$ cat config.mk
export PLATFORM = sky130hd
export DESIGN_NAME = lsp_get_tdist
export DESIGN_NICKNAME = d
export VERILOG_FILES = /design/src/rtl/lsp_get_tdist_pkg.sv /design/src/rtl/lsp_sat_mac.sv /design/src/rtl/lsp_get_tdist.sv
export SDC_FILE = /design/constraint.sdc
export NUM_CORES = 2
export LEC_CHECK = 0
export ABC_AREA = 0
export ABC_CLOCK_PERIOD_IN_PS = 53000
export CAP_MARGIN = 30
export CORE_ASPECT_RATIO = 1.1
export CORE_MARGIN = 4
export CORE_UTILIZATION = 45
export CTS_CLUSTER_DIAMETER = 50
export DETAILED_ROUTE_END_ITERATION = 16
export PLACE_DENSITY = 0.68
export SLEW_MARGIN = 20
export SYNTH_ARGS = -nofsm -noshare
export SYNTH_HDL_FRONTEND = slang
export SYNTH_SLANG_ARGS = --single-unit
$ cat constraint.sdc
create_clock -name clk -period 53 [get_ports clk]
set_clock_uncertainty 0.05 [all_clocks]
set_input_delay 7.95 -clock clk [delete_from_list [all_inputs] [get_ports clk]]
set_output_delay 7.95 -clock clk [all_outputs]
set_load 0.05 [all_outputs]
$ cat src/rtl/lsp_get_tdist_pkg.sv
// lsp_get_tdist_pkg: shared sizes, FSM encoding and saturation constants for the LSP distortion engine
package lsp_get_tdist_pkg;
  localparam int LSP_M = 10;
  localparam int LSP_AW = 11;
  localparam logic [31:0] MAX_32 = 32'h7FFF_FFFF;
  localparam logic [31:0] MIN_32 = 32'h8000_0000;
  localparam logic [15:0] MIN_16 = 16'h8000;
  typedef enum logic [3:0] {
    S_IDLE, S_RD0, S_RD1, S_RD2, S_RD3, S_CAP, S_CALC1, S_CALC2, S_WRITE, S_DONE
  } state_e;
  // extract_h(L_shl(x, 4)): saturates when any of the top four bits would be lost
  function automatic logic [15:0] shl4_hi(input logic [31:0] x);
    logic [31:0] s;
    s = (x[31:27] == {5{x[31]}}) ? {x[27:0], 4'h0} : (x[31] ? MIN_32 : MAX_32);
    return s[31:16];
  endfunction
endpackage

$ cat src/rtl/lsp_sat_mac.sv
// lsp_sat_mac: saturating c +/- L_mult(a, b) in Q-format
module lsp_sat_mac
  import lsp_get_tdist_pkg::*;
(
  input  logic [15:0] a,
  input  logic [15:0] b,
  input  logic [31:0] c,
  input  logic        sub,
  output logic [31:0] sum
);
  logic signed [31:0] p;
  logic [31:0] prod;
  logic [32:0] s;
  always_comb begin
    p = $signed(a) * $signed(b);
    prod = (a == MIN_16 && b == MIN_16) ? MAX_32 : {p[30:0], 1'b0};
    s = sub ? {c[31], c} - {prod[31], prod} : {c[31], c} + {prod[31], prod};
    sum = (s[32] != s[31]) ? (s[32] ? MIN_32 : MAX_32) : s[31:0];
  end
endmodule

$ cat src/rtl/lsp_get_tdist.sv
// lsp_get_tdist: accumulates the weighted squared LSP error over M coefficients and writes it to scratch memory
module lsp_get_tdist
  import lsp_get_tdist_pkg::*;
#(
  parameter int M = LSP_M,
  parameter int AW = LSP_AW
) (
  input  logic          clk,
  input  logic          reset,
  input  logic          start,
  input  logic [AW-1:0] wegtAddr,
  input  logic [AW-1:0] bufAddr,
  input  logic [AW-1:0] rbufAddr,
  input  logic [AW-1:0] fgSumAddr,
  input  logic [AW-1:0] tdistAddr,
  input  logic [31:0]   memIn,
  output logic [AW-1:0] memReadAddr,
  output logic [AW-1:0] memWriteAddr,
  output logic [31:0]   memOut,
  output logic          memWriteEn,
  output logic          done
);
  localparam int JW = $clog2(M);
  state_e state_q, state_d;
  logic [JW-1:0] j_q, j_d;
  logic [AW-1:0] wegt_a_q, wegt_a_d, buf_a_q, buf_a_d, rbuf_a_q, rbuf_a_d;
  logic [AW-1:0] fg_a_q, fg_a_d, tdist_a_q, tdist_a_d, jx;
  logic [15:0] wegt_q, wegt_d, buf_q, buf_d, rbuf_q, rbuf_d, fg_q, fg_d, tmp_q, tmp_d;
  logic [31:0] tdist_q, tdist_d;
  logic [15:0] tmp2, mac_a, mac_b, unused_hi;
  logic [31:0] mac_c, acc_sum, w_sum;
  logic calc2;
  assign unused_hi = memIn[31:16];
  // One MAC is time-shared: L_acc in CALC1, the accumulate term in CALC2
  lsp_sat_mac u_acc (.a(mac_a), .b(mac_b), .c(mac_c), .sub(!calc2), .sum(acc_sum));
  lsp_sat_mac u_wgt (.a(wegt_q), .b(tmp_q), .c(32'h0), .sub(1'b0), .sum(w_sum));
  always_comb begin
    calc2 = state_q == S_CALC2;
    tmp2 = shl4_hi(w_sum);
    mac_a = calc2 ? tmp2 : rbuf_q;
    mac_b = calc2 ? tmp_q : fg_q;
    mac_c = calc2 ? tdist_q : {buf_q, 16'h0};
    jx = AW'(j_q);
    memReadAddr = state_q == S_RD0 ? wegt_a_q + jx :
                  state_q == S_RD1 ? buf_a_q + jx :
                  state_q == S_RD2 ? rbuf_a_q + jx :
                  state_q == S_RD3 ? fg_a_q + jx : '0;
    memWriteEn = state_q == S_WRITE;
    memWriteAddr = memWriteEn ? tdist_a_q : '0;
    memOut = memWriteEn ? tdist_q : '0;
    done = state_q == S_DONE;
  end
  always_comb begin
    state_d = state_q;
    j_d = j_q;
    wegt_a_d = wegt_a_q;
    buf_a_d = buf_a_q;
    rbuf_a_d = rbuf_a_q;
    fg_a_d = fg_a_q;
    tdist_a_d = tdist_a_q;
    wegt_d = wegt_q;
    buf_d = buf_q;
    rbuf_d = rbuf_q;
    fg_d = fg_q;
    tmp_d = tmp_q;
    tdist_d = tdist_q;
    case (state_q)
      S_IDLE: if (start) begin
        state_d = S_RD0;
        j_d = '0;
        tdist_d = '0;
        wegt_a_d = wegtAddr;
        buf_a_d = bufAddr;
        rbuf_a_d = rbufAddr;
        fg_a_d = fgSumAddr;
        tdist_a_d = tdistAddr;
      end
      S_RD0: state_d = S_RD1;
      S_RD1: begin state_d = S_RD2; wegt_d = memIn[15:0]; end
      S_RD2: begin state_d = S_RD3; buf_d = memIn[15:0]; end
      S_RD3: begin state_d = S_CAP; rbuf_d = memIn[15:0]; end
      S_CAP: begin state_d = S_CALC1; fg_d = memIn[15:0]; end
      S_CALC1: begin state_d = S_CALC2; tmp_d = shl4_hi(acc_sum); end
      S_CALC2: begin
        tdist_d = acc_sum;
        j_d = j_q + 1'b1;
        state_d = (j_q == JW'(M - 1)) ? S_WRITE : S_RD0;
      end
      S_WRITE: state_d = S_DONE;
      default: state_d = S_IDLE;
    endcase
  end
  always_ff @(posedge clk) begin
    if (!reset) begin
      state_q <= S_IDLE;
      j_q <= '0;
      wegt_a_q <= '0;
      buf_a_q <= '0;
      rbuf_a_q <= '0;
      fg_a_q <= '0;
      tdist_a_q <= '0;
      wegt_q <= '0;
      buf_q <= '0;
      rbuf_q <= '0;
      fg_q <= '0;
      tmp_q <= '0;
      tdist_q <= '0;
    end else begin
      state_q <= state_d;
      j_q <= j_d;
      wegt_a_q <= wegt_a_d;
      buf_a_q <= buf_a_d;
      rbuf_a_q <= rbuf_a_d;
      fg_a_q <= fg_a_d;
      tdist_a_q <= tdist_a_d;
      wegt_q <= wegt_d;
      buf_q <= buf_d;
      rbuf_q <= rbuf_d;
      fg_q <= fg_d;
      tmp_q <= tmp_d;
      tdist_q <= tdist_d;
    end
  end
endmodule

==> implementation parameters <==
Parameter                              Value

Run status
  Outcome    completed

Timing
  Final setup violating endpoints    0
  Number of hold violations in the final report    0
  Slew @ Worst Pin    0.985 ns
  Crit path setup slack, layout    33.79 ns
  Max Transition Viols Final    0
  Maximum clock rate    0.0521 GHz
  Unrepaired setup endpoints after global routing    false
  Relative max-transition margin    34.2%
  Setup Total Neg Slack    0 ns
  Tcrit/Tclk final    36.2%
  Final worst path period need    19.21 ns

Cells and area
  Fraction of final layout cells with drive strength greater than 1    4.05%
  Filler Cells Inserted    6545
  Utilization of the core after routing    49.7%
  Final-stage net count    4651
  Area overhead of the layout relative to synthesis    9.56%
  Footprint of the flip-flops and latches    0.00350 sq mm
  Area of the multi-input gates    0.0242 sq mm

Yosys
  Share of synthesized registers carrying an async set or reset    0%
  Area contributors post-synth    fa_1 34%, dfxtp_1 11%, ha_1 8.4%
  Yosys reg bits    175
  Top-count cell post-synth    nand2_1
  Synthesized-area fraction occupied by adder cells    42.1%
  Dominant register cell in the synthesized netlist    dfxtp_1
  Syn_area_per_cell    8.08 sq um
  Synth Area in Compound Gates    11.9%
  Part of the Yosys area used for sequential elements    11.4%
  Most instantiated cells after synthesis    647 x nand2_1, 628 x inv_1, 516 x fa_1
  Ys Warns    0
  Largest area contributor in the synthesized netlist    fa_1
  Post-synthesis instance total    3802
  Post-Synthesis Net Count    4615
  Dominant combinational cell family by area after synthesis    adder cells
  Synth Cell Area    0.0307 sq mm
  Count of flip-flops with a built-in enable after synthesis    0
  Share of the synthesized area in the top cell type    33.6%
  Proportion of synthesized area in mux cells    0.656%
  Count of cell types in the netlist    91
  Post-synthesis share of cell area spent on xor and xnor gates    4.05%
  Simple-Gate Fraction of Synth Area    19.9%

Clocking
  # H-tree levels    4
  Clock transition time at the flip-flop clock pins of the worst setup and hold paths    0.09 ns
  Number of buffers created by CTS    17
  Clock buffer depth    2
  Clock network latency to the later pin of the worst-skew pair    0.45 ns
  CTS Root Cell    clkbuf_16
  CTS sink cnt    175
  Clock tree from TritonCTS    done
  Post-CTS Hold Fix Bufs    0
  Setup Buffers After CTS    0
  Number of cells upsized or downsized after cts    0

Floorplan
  Die boundary width    257 um
  Vertical die dimension    282 um
  Floorplan die area    0.0725 sq mm
  Area of the core region    0.0677 sq mm
  Row Count    100
  Number of placed I/O pins    146
  Effective utilization at floorplan    45.4%

Drt
  Routed WL per cell    18.2 um
  Number of iterations in the first detailed-routing pass    5
  First DRT Iteration DRCs    1747
  Number of remaining DRC errors    0
  Vias    25500
  Antenna-violating nets left    0
  Final wirelength    86600 um
  Detail-routed via count per cell    5.34

Global routing
  Global-route track usage on met3    2.85%
  GR Layer Usage met2    41.9%
  Maximum number of pins on one net before global-route repair    88
  Global-route track usage on met1    32.3%
  Peak-usage layer in the global routing report    met2
  Via count of the first global-routing pass    25800
  Global route total overflow    0
  Number of antenna violations at the first check in global routing    3
  Global-route wire length before repair    141000 um
  Overall Global Routing Usage    24.3%

Critical path
  Cell repeated most along the worst path    fa_1
  Highest fanout seen on the critical path    20
  Type of element capturing the critical path    register
  Critical Path End    tdist_q[10]
  Slowest library cell on the worst path    fa_1
  R2r worst-path depth    63
  Number of buffer and inverter instances along the worst setup path    10
  Startpoint types    register
  Critical Setup Path Class    register to register
  Critical Path Source    tmp_q[1]
  Setup slack of the worst register-to-register path    33.79 ns
  CP Depth    63
  Reg2Reg Capture Point    tdist_q[10]
  Category of cells accounting for the largest share of critical-path delay    adder cells
  Worst EP required    53.33 ns
  Crit path largest cell delay    0.76 ns
  Reg2Reg Launch Point    tmp_q[1]
  Arrival time at the worst endpoint    19.54 ns

Power
  Total chip power    384 uW
  Worst-case vdd ir drop    0.0210 mV
  Leakage power figure    15.8 nW
  Power density over the cells    11.4 mW/mm^2

Place
  Worst setup slack before clock tree synthesis    33.97 ns
  Number of I/O port buffers    129
  Placer congestion estimate    0.947
  Estimated wirelength of the detail-placed design    69300 um

Hold path
  Path class of the lowest-slack min-delay path    register to register

Job
  Max cap viols    0
[routing by layer]
layer,wire length [um],up-vias
met2,41900,795
met5,0,-
met1,36000,12500
li1,-,12000
met4,3020,0
met3,5640,161
[how the worst min path moves through the flow]
stage,start,end,slack [ns],depth (start not counted)
final,tdist_a_q[7],tdist_a_q[7],0.41,2
after global placement,tdist_a_q[0],tdist_a_q[0],0.39,2
after detailed placement,tdist_a_q[9],tdist_a_q[9],0.39,2
after global routing,buf_a_q[0],buf_a_q[0],0.43,2
after floorplan,rbuf_q[9],rbuf_q[9],0.38,2
after CTS,tdist_a_q[9],tdist_a_q[9],0.41,2
[stage by stage]
| step | std cells | hold WS, ns | instance area, sq um |
|---|---|---|---|
| 2_1_floorplan | 3802 | 0.381 | 30700 |
| 3_3_place_gp | 4734 | 0.389 | 33000 |
| 3_5_place_dp | 4736 | 0.395 | 33000 |
| 4_1_cts | 4768 | 0.407 | 33600 |
| 5_1_grt | 4770 | 0.427 | 33600 |
| 6_report | 4770 | 0.406 | 33600 |
[logic make-up after synthesis]
family	Yosys count
DFF	175
buffers and inverters	807
AOI/OAI and AO/OA	575
xor gates and xnor gates	139
muxes	20
adders and majority gates	723
and+or+nand+nor	1363
[flip-flops by register name, indices dropped and copies added, names as in the netlist, 16 cells and up]
name and flops:
buf_q 16, fg_q 16, rbuf_q 16, tdist_q 32
tmp_q 16, wegt_q 16
[final cells by class]
class / count / area share, %
diodes: 1 / 0.00744
clock buffers: 17 / 1.26
clock inverters: 15 / 0.643
inverters: 628 / 7.01
multi-input cells: 2820 / 71.9
flip-flops and latches: 175 / 10.4
well taps: 918 / 3.41
repair buffers: 196 / 5.32
[where the power goes]
part / switching, mW / internal, mW / leakage, nW
registers: 0.00941 / 0.138 / 1.42
clock network: 0.0707 / 0.0666 / 0.307
logic: 0.0650 / 0.0341 / 14.1
total: 0.145 / 0.239 / 15.8
[layout by cell type (no fill, tap or decap), types with 13 or more instances in the layout]
cell type,instances
a211oi_1,23
a21o_1,24
a21oi_1,229
a22oi_1,14
and2_1,190
buf_4,65
clkbuf_16,17
clkdlybuf4s50_1,129
dfxtp_1,175
fa_1,516
ha_1,207
inv_1,627
mux2i_1,18
nand2_1,647
nand2b_1,28
nand3_1,29
nand4_1,15
nor2_1,302
nor2b_1,27
nor3_1,31
nor4_1,20
o211ai_1,15
o21a_1,33
o21ai_0,86
o21ai_1,20
o21bai_1,15
o22ai_1,15
or2_2,15
or3_1,13
xnor2_1,88
xor2_1,49
[worst min-delay path, stage by stage (launching register included)]
cell	delay, ns
dfxtp_1	0.32
nand2_1	0.05
a21oi_1	0.05
Power figures use the tool's default switching activity.
